File: config.mk
export PLATFORM = sky130hd
export DESIGN_NAME = tmds_channel_decoder
export DESIGN_NICKNAME = d
export VERILOG_FILES = /design/src/rtl/tmds_channel_decoder.sv
export SDC_FILE = /design/constraint.sdc
export NUM_CORES = 1
export LEC_CHECK = 0
export ABC_AREA = 1
export CAP_MARGIN = 40
export CORE_ASPECT_RATIO = 0.9
export CORE_MARGIN = 1
export CORE_UTILIZATION = 58
export CTS_BUF_LIST = sky130_fd_sc_hd__clkbuf_16
export CTS_CLUSTER_DIAMETER = 100
export DETAILED_ROUTE_END_ITERATION = 8
export PLACE_DENSITY_LB_ADDON = 0.15
export SLEW_MARGIN = 20
export SYNTH_ARGS = -nofsm -noshare
export SYNTH_HDL_FRONTEND = slang
export SYNTH_SLANG_ARGS = --single-unit
File: constraint.sdc
create_clock -name clk_pixel -period 3.5 [get_ports clk_pixel]
set_input_delay 0.525 -clock clk_pixel [delete_from_list [all_inputs] [get_ports clk_pixel]]
set_output_delay 0.525 -clock clk_pixel [all_outputs]
set_load 0.01 [all_outputs]
File: src/rtl/tmds_channel_decoder.sv
// -----------------------------------------------------------------------------
// tmds_channel_decoder
//
// Purpose:
//   Receive-side decoder for one TMDS channel. Each pixel clock it accepts one
//   parallel 10-bit TMDS symbol and recovers:
//     - the 8-bit pixel byte (data periods),
//     - the 2-bit control value (control tokens), and
//     - data-enable.
//   It also tracks control-period lock and checks the running disparity of
//   data symbols since the last control token.
//
//   The pipeline has two stages, so valid_o follows symbol_valid_i by exactly
//   two cycles:
//     - Stage 1 classifies each symbol (token or data), decodes it and
//       computes its disparity.
//     - Stage 2 accumulates disparity, updates the lock FSM and registers the
//       outputs.
//   Cycles with symbol_valid_i=0 flow through as bubbles and do not touch any
//   state.
//
// Parameters:
//   LOCK_COUNT    consecutive control tokens needed to enter LOCKED
//   UNLOCK_COUNT  consecutive erroring symbols in LOCKED that force UNLOCKED
//   DISP_LIMIT    largest allowed |running disparity| since the last token
//
// Ports:
//   clk_pixel       in   1   pixel clock, rising edge
//   reset_n_i       in   1   asynchronous active-low reset
//   symbol_i        in  10   TMDS symbol, bit 0 first on the wire
//   symbol_valid_i  in   1   symbol_i valid this cycle
//   err_clr_i       in   1   clears err_count_o (error-count feature only)
//   data_o          out  8   decoded pixel byte (0 on control tokens)
//   ctrl_o          out  2   last decoded control value {C1,C0}
//   de_o            out  1   1 = data symbol, 0 = control token
//   valid_o         out  1   outputs valid this cycle
//   err_o           out  1   symbol presented with this valid_o had an error
//   locked_o        out  1   lock FSM is in LOCKED
//   err_count_o     out 16   saturating count of errors seen while locked
//
// Optional feature macro:
//   TMDS_ERR_COUNT_EN
//     Defined:   builds the saturating error counter.
//     Undefined: err_count_o is tied to 0 and err_clr_i is ignored.
// -----------------------------------------------------------------------------
module tmds_channel_decoder #(
  parameter int LOCK_COUNT   = 8,
  parameter int UNLOCK_COUNT = 4,
  parameter int DISP_LIMIT   = 20
) (
  input  logic        clk_pixel,
  input  logic        reset_n_i,
  input  logic [9:0]  symbol_i,
  input  logic        symbol_valid_i,
  input  logic        err_clr_i,
  output logic [7:0]  data_o,
  output logic [1:0]  ctrl_o,
  output logic        de_o,
  output logic        valid_o,
  output logic        err_o,
  output logic        locked_o,
  output logic [15:0] err_count_o
);

  localparam int LockW   = $clog2(LOCK_COUNT + 1);
  localparam int UnlockW = $clog2(UNLOCK_COUNT + 1);

  typedef enum logic {
    UNLOCKED = 1'b0,
    LOCKED   = 1'b1
  } lock_state_e;

  // ---------------------------------------------------------------------------
  // Stage 1: classify, decode and measure disparity
  // ---------------------------------------------------------------------------

  logic              token_d;
  logic [1:0]        tok_ctrl_d;
  logic [7:0]        dec_data_d;
  logic [7:0]        q_word;
  logic [3:0]        ones_d;
  logic signed [5:0] sym_disp_d;

  always_comb begin
    token_d    = 1'b1;
    tok_ctrl_d = 2'b00;
    case (symbol_i)
      10'h354: tok_ctrl_d = 2'b00;
      10'h0AB: tok_ctrl_d = 2'b01;
      10'h154: tok_ctrl_d = 2'b10;
      10'h2AB: tok_ctrl_d = 2'b11;
      default: token_d    = 1'b0;
    endcase
  end

  // Undo the optional inversion (bit 9), then undo the XOR/XNOR chain (bit 8)
  // between neighbouring bits.
  always_comb begin
    q_word        = symbol_i[9] ? ~symbol_i[7:0] : symbol_i[7:0];
    dec_data_d    = 8'h00;
    dec_data_d[0] = q_word[0];
    for (int i = 1; i < 8; i++) begin
      dec_data_d[i] = symbol_i[8] ? (q_word[i] ^ q_word[i-1])
                                  : ~(q_word[i] ^ q_word[i-1]);
    end
  end

  // Symbol disparity = 2 * ones - 10, which lies in -10..+10.
  always_comb begin
    ones_d = 4'd0;
    for (int i = 0; i < 10; i++) begin
      ones_d = ones_d + {3'b000, symbol_i[i]};
    end
    sym_disp_d = $signed({1'b0, ones_d, 1'b0}) - 6'sd10;
  end

  logic              s1_valid_q;
  logic              s1_token_q;
  logic [1:0]        s1_ctrl_q;
  logic [7:0]        s1_data_q;
  logic signed [5:0] s1_disp_q;

  always_ff @(posedge clk_pixel or negedge reset_n_i) begin
    if (!reset_n_i) begin
      s1_valid_q <= 1'b0;
      s1_token_q <= 1'b0;
      s1_ctrl_q  <= 2'b00;
      s1_data_q  <= 8'h00;
      s1_disp_q  <= 6'sd0;
    end else begin
      s1_valid_q <= symbol_valid_i;
      if (symbol_valid_i) begin
        s1_token_q <= token_d;
        s1_ctrl_q  <= tok_ctrl_d;
        s1_data_q  <= dec_data_d;
        s1_disp_q  <= sym_disp_d;
      end
    end
  end

  // ---------------------------------------------------------------------------
  // Stage 2: running disparity, lock FSM, output registers
  // ---------------------------------------------------------------------------

  lock_state_e       state_q;
  logic [LockW-1:0]   lock_cnt_q;
  logic [UnlockW-1:0] err_run_q;
  logic signed [6:0] disp_sum_q;
  logic signed [6:0] disp_sum_d;
  logic signed [7:0] sum_wide;
  logic [6:0]        sum_mag;
  logic              sym_err_d;

  logic [7:0] data_q;
  logic [1:0] ctrl_q;
  logic       de_q;
  logic       valid_q;
  logic       err_q;
  logic       locked_q;

  // The running sum saturates at +/-63. Control tokens restart it at 0.
  // The error check uses the updated (saturated) sum.
  always_comb begin
    sum_wide   = $signed({disp_sum_q[6], disp_sum_q})
               + $signed({{2{s1_disp_q[5]}}, s1_disp_q});
    disp_sum_d = disp_sum_q;
    if (s1_valid_q) begin
      if (s1_token_q) begin
        disp_sum_d = 7'sd0;
      end else if (sum_wide > 8'sd63) begin
        disp_sum_d = 7'sd63;
      end else if (sum_wide < -8'sd63) begin
        disp_sum_d = -7'sd63;
      end else begin
        disp_sum_d = sum_wide[6:0];
      end
    end
    sum_mag   = disp_sum_d[6] ? -disp_sum_d : disp_sum_d;
    sym_err_d = s1_valid_q && !s1_token_q && (sum_mag > 7'(DISP_LIMIT));
  end

  always_ff @(posedge clk_pixel or negedge reset_n_i) begin
    if (!reset_n_i) begin
      state_q    <= UNLOCKED;
      lock_cnt_q <= '0;
      err_run_q  <= '0;
      disp_sum_q <= 7'sd0;
      data_q     <= 8'h00;
      ctrl_q     <= 2'b00;
      de_q       <= 1'b0;
      valid_q    <= 1'b0;
      err_q      <= 1'b0;
      locked_q   <= 1'b0;
    end else begin
      valid_q <= s1_valid_q;
      if (s1_valid_q) begin
        disp_sum_q <= disp_sum_d;
        err_q      <= sym_err_d;
        de_q       <= ~s1_token_q;
        if (s1_token_q) begin
          ctrl_q <= s1_ctrl_q;
          data_q <= 8'h00;
        end else begin
          data_q <= s1_data_q;
        end

        if (state_q == UNLOCKED) begin
          // Only an unbroken run of tokens counts toward lock.
          if (s1_token_q) begin
            if (lock_cnt_q == LockW'(LOCK_COUNT - 1)) begin
              state_q    <= LOCKED;
              locked_q   <= 1'b1;
              lock_cnt_q <= '0;
              err_run_q  <= '0;
            end else begin
              lock_cnt_q <= lock_cnt_q + LockW'(1);
            end
          end else begin
            lock_cnt_q <= '0;
          end
        end else begin
          // Only an unbroken run of erroring symbols drops lock. Tokens
          // never error, so they also break the run.
          if (sym_err_d) begin
            if (err_run_q == UnlockW'(UNLOCK_COUNT - 1)) begin
              state_q    <= UNLOCKED;
              locked_q   <= 1'b0;
              err_run_q  <= '0;
              lock_cnt_q <= '0;
            end else begin
              err_run_q <= err_run_q + UnlockW'(1);
            end
          end else begin
            err_run_q <= '0;
          end
        end
      end
    end
  end

  assign data_o   = data_q;
  assign ctrl_o   = ctrl_q;
  assign de_o     = de_q;
  assign valid_o  = valid_q;
  assign err_o    = err_q;
  assign locked_o = locked_q;

  // ---------------------------------------------------------------------------
  // Optional saturating error counter
  // ---------------------------------------------------------------------------
`ifdef TMDS_ERR_COUNT_EN
  logic [15:0] err_count_q;
  logic        err_count_inc;

  // Count an error only if the FSM is still LOCKED after this symbol. The
  // error that drops lock is therefore not counted.
  assign err_count_inc = sym_err_d && (state_q == LOCKED)
                      && (err_run_q != UnlockW'(UNLOCK_COUNT - 1));

  always_ff @(posedge clk_pixel or negedge reset_n_i) begin
    if (!reset_n_i) begin
      err_count_q <= 16'h0000;
    end else if (err_clr_i) begin
      err_count_q <= 16'h0000;
    end else if (err_count_inc && (err_count_q != 16'hFFFF)) begin
      err_count_q <= err_count_q + 16'd1;
    end
  end

  assign err_count_o = err_count_q;
`else
  logic unused_err_clr;

  assign unused_err_clr = err_clr_i;
  assign err_count_o    = 16'h0000;
`endif

endmodule

-- Word-level counts from Yosys, hierarchy flattened
Index checks and enable logic that the tools add are counted.
- add/subtract/negate cells: 14
- $lt $le $gt $ge: 3
- eq/ne operators: 8
- mux-type cells: 36
- bitwise operators: 16
- reductions and logical operators: 10
- operators with widths (cell ; number):
    two-way mux 7 bit ; 5
    adder 4 x 1 -> 4 bit ; 6
    == test 10 bit, second input constant ; 2
    two-way mux 4 bit ; 5
    two-way mux 1 bit ; 18
    two-way mux 8 bit ; 2
    two-way mux 3 bit ; 5
    == test 10 x 8 -> 1 bit, second input constant ; 1
    == test 10 x 9 -> 1 bit, second input constant ; 1
    adder 7 x 6 -> 8 bit ; 1
    greater-than comparator 8 x 7 -> 1 bit, second input constant ; 1
    < comparator 8 x 7 -> 1 bit, second input constant ; 1
    inverter 1 bit ; 8
    inverter 8 bit ; 1
    greater-than comparator 7 x 5 -> 1 bit, second input constant ; 1
    negation 7 bit ; 1
    bitwise XOR 1 bit ; 7
    one-hot mux 2 bit (3 select lines) ; 1
    AND reduction 3 bit ; 2
    subtractor 5 x 4 -> 6 bit, second input constant ; 1
    AND reduction 5 bit ; 1
    adder 3 x 1 -> 4 bit ; 1
    adder 4 x 1 -> 4 bit, second input constant ; 1
    == test 4 x 3 -> 1 bit, second input constant ; 1
    10 further kinds ; 13
- bits in registers: 47
- input bits: 14
- output and inout bits: 30
- word-level logic and storage cells: 102

-- Logic depth before layout (Yosys ltp)
- word-level depth: 12
- gate-level depth with buffers: 22
- gate-level depth less buffers: 22

-- Worst setup path after synthesis
Ideal clock, no wire load.
- kind: input-to-reg
- start: in symbol_i[0]
- end: reg s1_disp_q[3]
- setup time: 0.118 ns
- arrival: 3.335 ns
- required time: 3.382 ns
- slack: 0.047 ns
- cell stages on the path: 12
- buffers on the path: 0
- cells stage by stage: inv_1 -> fa_1 -> fa_1 -> fa_1 -> inv_1 -> ha_1 -> fa_1 -> inv_1 -> ha_1 -> o21ai_0 -> a21oi_1 -> a21o_1
- word-level cells in the longest chain between the ends: 10
- RTL lines (what ; line ; text):
    start, declared ; 53 ; input logic [9:0] symbol_i,
    adder 1 x 1 -> 2 bit ; 112 ; ones_d = ones_d + {3'b000, symbol_i[i]};
    adder 2 x 1 -> 3 bit ; 112 ;
    adder 3 x 1 -> 4 bit ; 112 ;
    adder 4 x 1 -> 4 bit (6 in a row) ; 112 ;
    subtractor 5 x 4 -> 6 bit ; 114 ; sym_disp_d = $signed({1'b0, ones_d, 1'b0}) - 6'sd10;
    end signal, assigned ; 136 ; s1_disp_q <= sym_disp_d;
    end, declared ; 121 ; logic signed [5:0] s1_disp_q;
Every way passes these cells.
A chain may end at the register's enable or synchronous reset.

-- Final worst setup path
- start: in symbol_i[5]
- end: reg s1_disp_q[3]
- word-level cells in the longest chain between the ends: 6
- RTL lines (what ; line):
    adder 4 x 1 -> 4 bit (5 in a row) ; 112
    subtractor 5 x 4 -> 6 bit ; 114
Every way passes these cells.

==> flow_results.xml <==
<?xml version="1.0" encoding="UTF-8"?>
<metrics>
  <group name="pwr">
    <metric name="power_density" unit="mW/mm²">740</metric>
    <metric name="cellLeakagePower" unit="nW">1.73</metric>
    <metric name="irDropWorstVdd" unit="V">0.000390</metric>
  </group>
  <group name="yosys">
    <metric name="yosysSeqAreaShare" unit="">0.403</metric>
    <metric name="ys_seq_elements" unit="">46</metric>
    <metric name="post-synth-top-count-cell" unit="">sky130_fd_sc_hd__nand2_1</metric>
    <metric name="synth_commonest_cells" unit="">65 x sky130_fd_sc_hd__nand2_1, 50 x sky130_fd_sc_hd__inv_1, 46 x sky130_fd_sc_hd__dfrtp_1</metric>
    <metric name="yosysWarnings" unit="">0</metric>
    <metric name="synth_largest_area_cell" unit="">sky130_fd_sc_hd__dfrtp_1</metric>
    <metric name="synth-edff-count" unit="">0</metric>
    <metric name="synthesis.area" unit="mm²">0.00286</metric>
    <metric name="yosys-top-cells-area" unit="">sky130_fd_sc_hd__dfrtp_1 40%, sky130_fd_sc_hd__nand2_1 8.5%, sky130_fd_sc_hd__ha_1 7.4%</metric>
    <metric name="synth_instances" unit="">328</metric>
    <metric name="synth.top_cell.area_share" unit="">0.403</metric>
    <metric name="ys_async_sr_fraction" unit="">1.00</metric>
    <metric name="count_of_distinct_cell_types_in_the_synthesized_netlist" unit="">35</metric>
    <metric name="syn_area_per_cell" unit="µm²">8.70</metric>
    <metric name="synth_top_flop_cell" unit="">sky130_fd_sc_hd__dfrtp_1</metric>
  </group>
  <group name="routing">
    <metric name="vias" unit="">2182</metric>
    <metric name="finalWirelength" unit="µm">5500</metric>
    <metric name="vias_per_cell" unit="">5.05</metric>
    <metric name="drtPass1Iterations" unit="">4</metric>
    <metric name="drt-initial-drc-count" unit="">111</metric>
    <metric name="detail-route-antenna-nets" unit="">0</metric>
    <metric name="drc" unit="">0</metric>
    <metric name="routedWlPerCell" unit="µm">12.7</metric>
  </group>
  <group name="placement">
    <metric name="replace_congestion" unit="">0.842</metric>
    <metric name="hpwlAfterDp" unit="µm">4320</metric>
    <metric name="preCtsSetupSlack" unit="ps">-638</metric>
    <metric name="port-buffer-count" unit="">26</metric>
  </group>
  <group name="grt">
    <metric name="grt_start_max_net_pins" unit="">30</metric>
    <metric name="vias_in_the_first_global_route" unit="">2059</metric>
    <metric name="global_route_wire_length_before_repair" unit="µm">9240</metric>
    <metric name="gr-usage-all-layers" unit="">0.231</metric>
    <metric name="antenna_found_initial" unit="">0</metric>
    <metric name="grt_overflow_total" unit="">0</metric>
  </group>
  <group name="setup_path">
    <metric name="critical_path.max_fanout" unit="">2</metric>
    <metric name="required" unit="ps">3670</metric>
    <metric name="crit_chain" unit="">clkdlybuf4s15_1 -&gt; fa_1 -&gt; inv_1 -&gt; fa_1 -&gt; fa_1 -&gt; inv_1 -&gt; ha_2 -&gt; fa_1 -&gt; inv_1 -&gt; ha_2 -&gt; o21ai_2 -&gt; a21oi_1 -&gt; a21o_1</metric>
    <metric name="endpoint_kind" unit="">flop</metric>
    <metric name="crit_arrival" unit="ps">3590</metric>
    <metric name="setup.worst_path.class" unit="">in2reg</metric>
    <metric name="critical-path-slowest-cell" unit="">sky130_fd_sc_hd__fa_1</metric>
    <metric name="path_common_cell" unit="">sky130_fd_sc_hd__fa_1</metric>
    <metric name="cp_slowest_stage_delay" unit="ps">540</metric>
    <metric name="critPathLaunchType" unit="">input port</metric>
  </group>
  <group name="sta">
    <metric name="final-setup-viol-count" unit="">0</metric>
    <metric name="timing.clock.skew" unit="ps">5.87</metric>
    <metric name="final.hold.worst_slack" unit="ps">168</metric>
    <metric name="report.final.slew_viol_count" unit="">0</metric>
    <metric name="clock.fmax" unit="GHz">0.293</metric>
    <metric name="rsz_0062_raised_after_global_routing" unit="">no</metric>
    <metric name="fin_crit_sh" unit="">0.976</metric>
    <metric name="report.final.hold_viol_count" unit="">0</metric>
    <metric name="final_critical_path_setup_slack" unit="ps">85.2</metric>
    <metric name="timing.final.crit_period" unit="ps">3410</metric>
  </group>
  <group name="cts">
    <metric name="postCtsHoldBufs" unit="">0</metric>
    <metric name="clk_path_buf_depth" unit="">2</metric>
    <metric name="numCtsBuffers" unit="">5</metric>
    <metric name="cts_tree" unit="">done</metric>
    <metric name="cts.sinks" unit="">46</metric>
    <metric name="htreeDepth" unit="">2</metric>
    <metric name="clk-insertion-delay-late" unit="ps">280</metric>
    <metric name="path_clk_slew" unit="ps">60</metric>
    <metric name="cts.root.buffer_cell" unit="">sky130_fd_sc_hd__clkbuf_16</metric>
  </group>
  <group name="final_layout">
    <metric name="insertedDiodeCount" unit="">0</metric>
    <metric name="finish.net_count" unit="">407</metric>
    <metric name="syn_to_final_growth" unit="%">19.1</metric>
    <metric name="share_of_cells_above_drive_strength_1" unit="">0.168</metric>
  </group>
  <group name="min_path">
    <metric name="min_path_type" unit="">in2async</metric>
  </group>
  <group name="run_status">
    <metric name="status" unit="">finished clean</metric>
  </group>
  <group name="floorplan">
    <metric name="start_util" unit="">0.624</metric>
    <metric name="row_count" unit="">23</metric>
    <metric name="die_area" unit="mm²">0.00521</metric>
    <metric name="design.portCount" unit="">44</metric>
    <metric name="fp.coreArea" unit="mm²">0.00458</metric>
    <metric name="height_of_the_die" unit="µm">68.6</metric>
    <metric name="die_w" unit="µm">76.0</metric>
  </group>
  <group name="job">
    <metric name="cap_viol_max_count" unit="">0</metric>
  </group>
</metrics>
## path summary, 6_finish.rpt
check,startpoint,end,slack [ps],depth (start not counted)
setup / recovery,symbol_i[5],s1_disp_q[3]$_DFFE_PN0P_,90,13
hold / removal,reset_n_i,disp_sum_q[2]$_DFFE_PN0P_,170,1
setup reg to reg,s1_disp_q[1]$_DFFE_PN0P_,lock_cnt_q[2]$_DFFE_PN0P_,830,20
hold reg to reg,err_o$_DFFE_PN0P_,err_o$_DFFE_PN0P_,480,2
max in group asynchronous,reset_n_i,s1_token_q$_DFFE_PN0P_,2840,2
min in group clk_pixel,err_o$_DFFE_PN0P_,err_o$_DFFE_PN0P_,480,2
## state kept, by name, indices dropped and copies added, names as in the netlist, 2 cells and up
name,cells
lock_cnt_q,4
disp_sum_q,7
ctrl_o,2
s1_data_q,8
s1_ctrl_q,2
err_run_q,3
s1_disp_q,5
data_o,8
## report_power, final
group / internal [mW] / switching [mW] / leakage [nW]
registers: 0.638 / 0.0754 / 0.581
logic: 0.499 / 0.770 / 1.08
clock network: 0.336 / 0.198 / 0.0760
## metrics by stage
| stage | util | std cells | total power [mW] | area [µm²] | setup TNS, ps |
|---|---|---|---|---|---|
| global placement | 0.699 | 423 | 1.91 | 3200 | -1530 |
| detailed placement | 0.703 | 424 | 1.96 | 3220 | -1960 |
| global route | 0.743 | 432 | 2.71 | 3400 | 0 |
| finish | 0.743 | 432 | 2.52 | 3400 | 0 |
| CTS | 0.742 | 432 | 2.52 | 3400 | 0 |
| floorplan | - | 343 | 1.69 | 2910 | 0 |
## cells in the final DEF, fill, tap and decap left out, types with 6 or more instances in the layout
master	synthesis	final
sky130_fd_sc_hd__clkdlybuf4s50_1	0	19
sky130_fd_sc_hd__nor2_1	18	18
sky130_fd_sc_hd__inv_1	50	47
sky130_fd_sc_hd__conb_1	1	16
sky130_fd_sc_hd__buf_4	17	13
sky130_fd_sc_hd__nand2_1	65	65
sky130_fd_sc_hd__nand3_1	13	13
sky130_fd_sc_hd__nand2_2	10	10
sky130_fd_sc_hd__nand3_2	6	6
sky130_fd_sc_hd__ha_1	17	15
sky130_fd_sc_hd__o21ai_0	16	15
sky130_fd_sc_hd__fa_1	7	7
sky130_fd_sc_hd__dfrtp_1	46	46
sky130_fd_sc_hd__inv_2	5	8
sky130_fd_sc_hd__a21oi_1	6	6
## layer usage
metal / track usage / routed length, µm / up-vias
li1: - / - / 1097
met1: 0.289 / 2560 / 1031
met2: 0.417 / 2680 / 47
met3: 0.0382 / 184 / 7
met4: 0.0841 / 76 / 0
met5: 0 / 0 / -
## cell families (layout without fill, tap and decap cells)
logic type	after synthesis	count (layout)	share of synthesized area
other	1	16	0.00131
flip-flops	46	46	0.403
XOR/XNOR	9	9	0.0276
buffers and inverters	76	103	0.123
AO/OA/AOI/OAI	50	50	0.117
AND/OR/NAND/NOR	122	122	0.205
adder cells (fa/ha/maj)	24	24	0.124
## final cells by class
| class | instances | area (µm²) |
|---|---|---|
| flip-flops and latches | 46 | 1150 |
| clock inverters | 3 | 45.0 |
| fillers | 326 | 1170 |
| inverters | 55 | 206 |
| clock buffers | 5 | 125 |
| repair buffers | 40 | 369 |
| well taps | 62 | 77.6 |
| multi-input cells | 221 | 1430 |
## worst max-delay path, delay by kind of cell
| kind | cells | cell delay [ps] |
|---|---|---|
| AO/OA/AOI/OAI | 3 | 370 |
| adder cells (fa/ha/maj) | 6 | 2320 |
| buffers and inverters | 4 | 370 |
## repair_timing
action | 4_1_cts | 5_1_grt
gates resized for setup | 14 | 3
pin swaps | 3 | 2
setup buffers | 0 | 0
setup endpoints to repair | 4 | 2
Note: power is estimated with default switching activity, not from simulation.
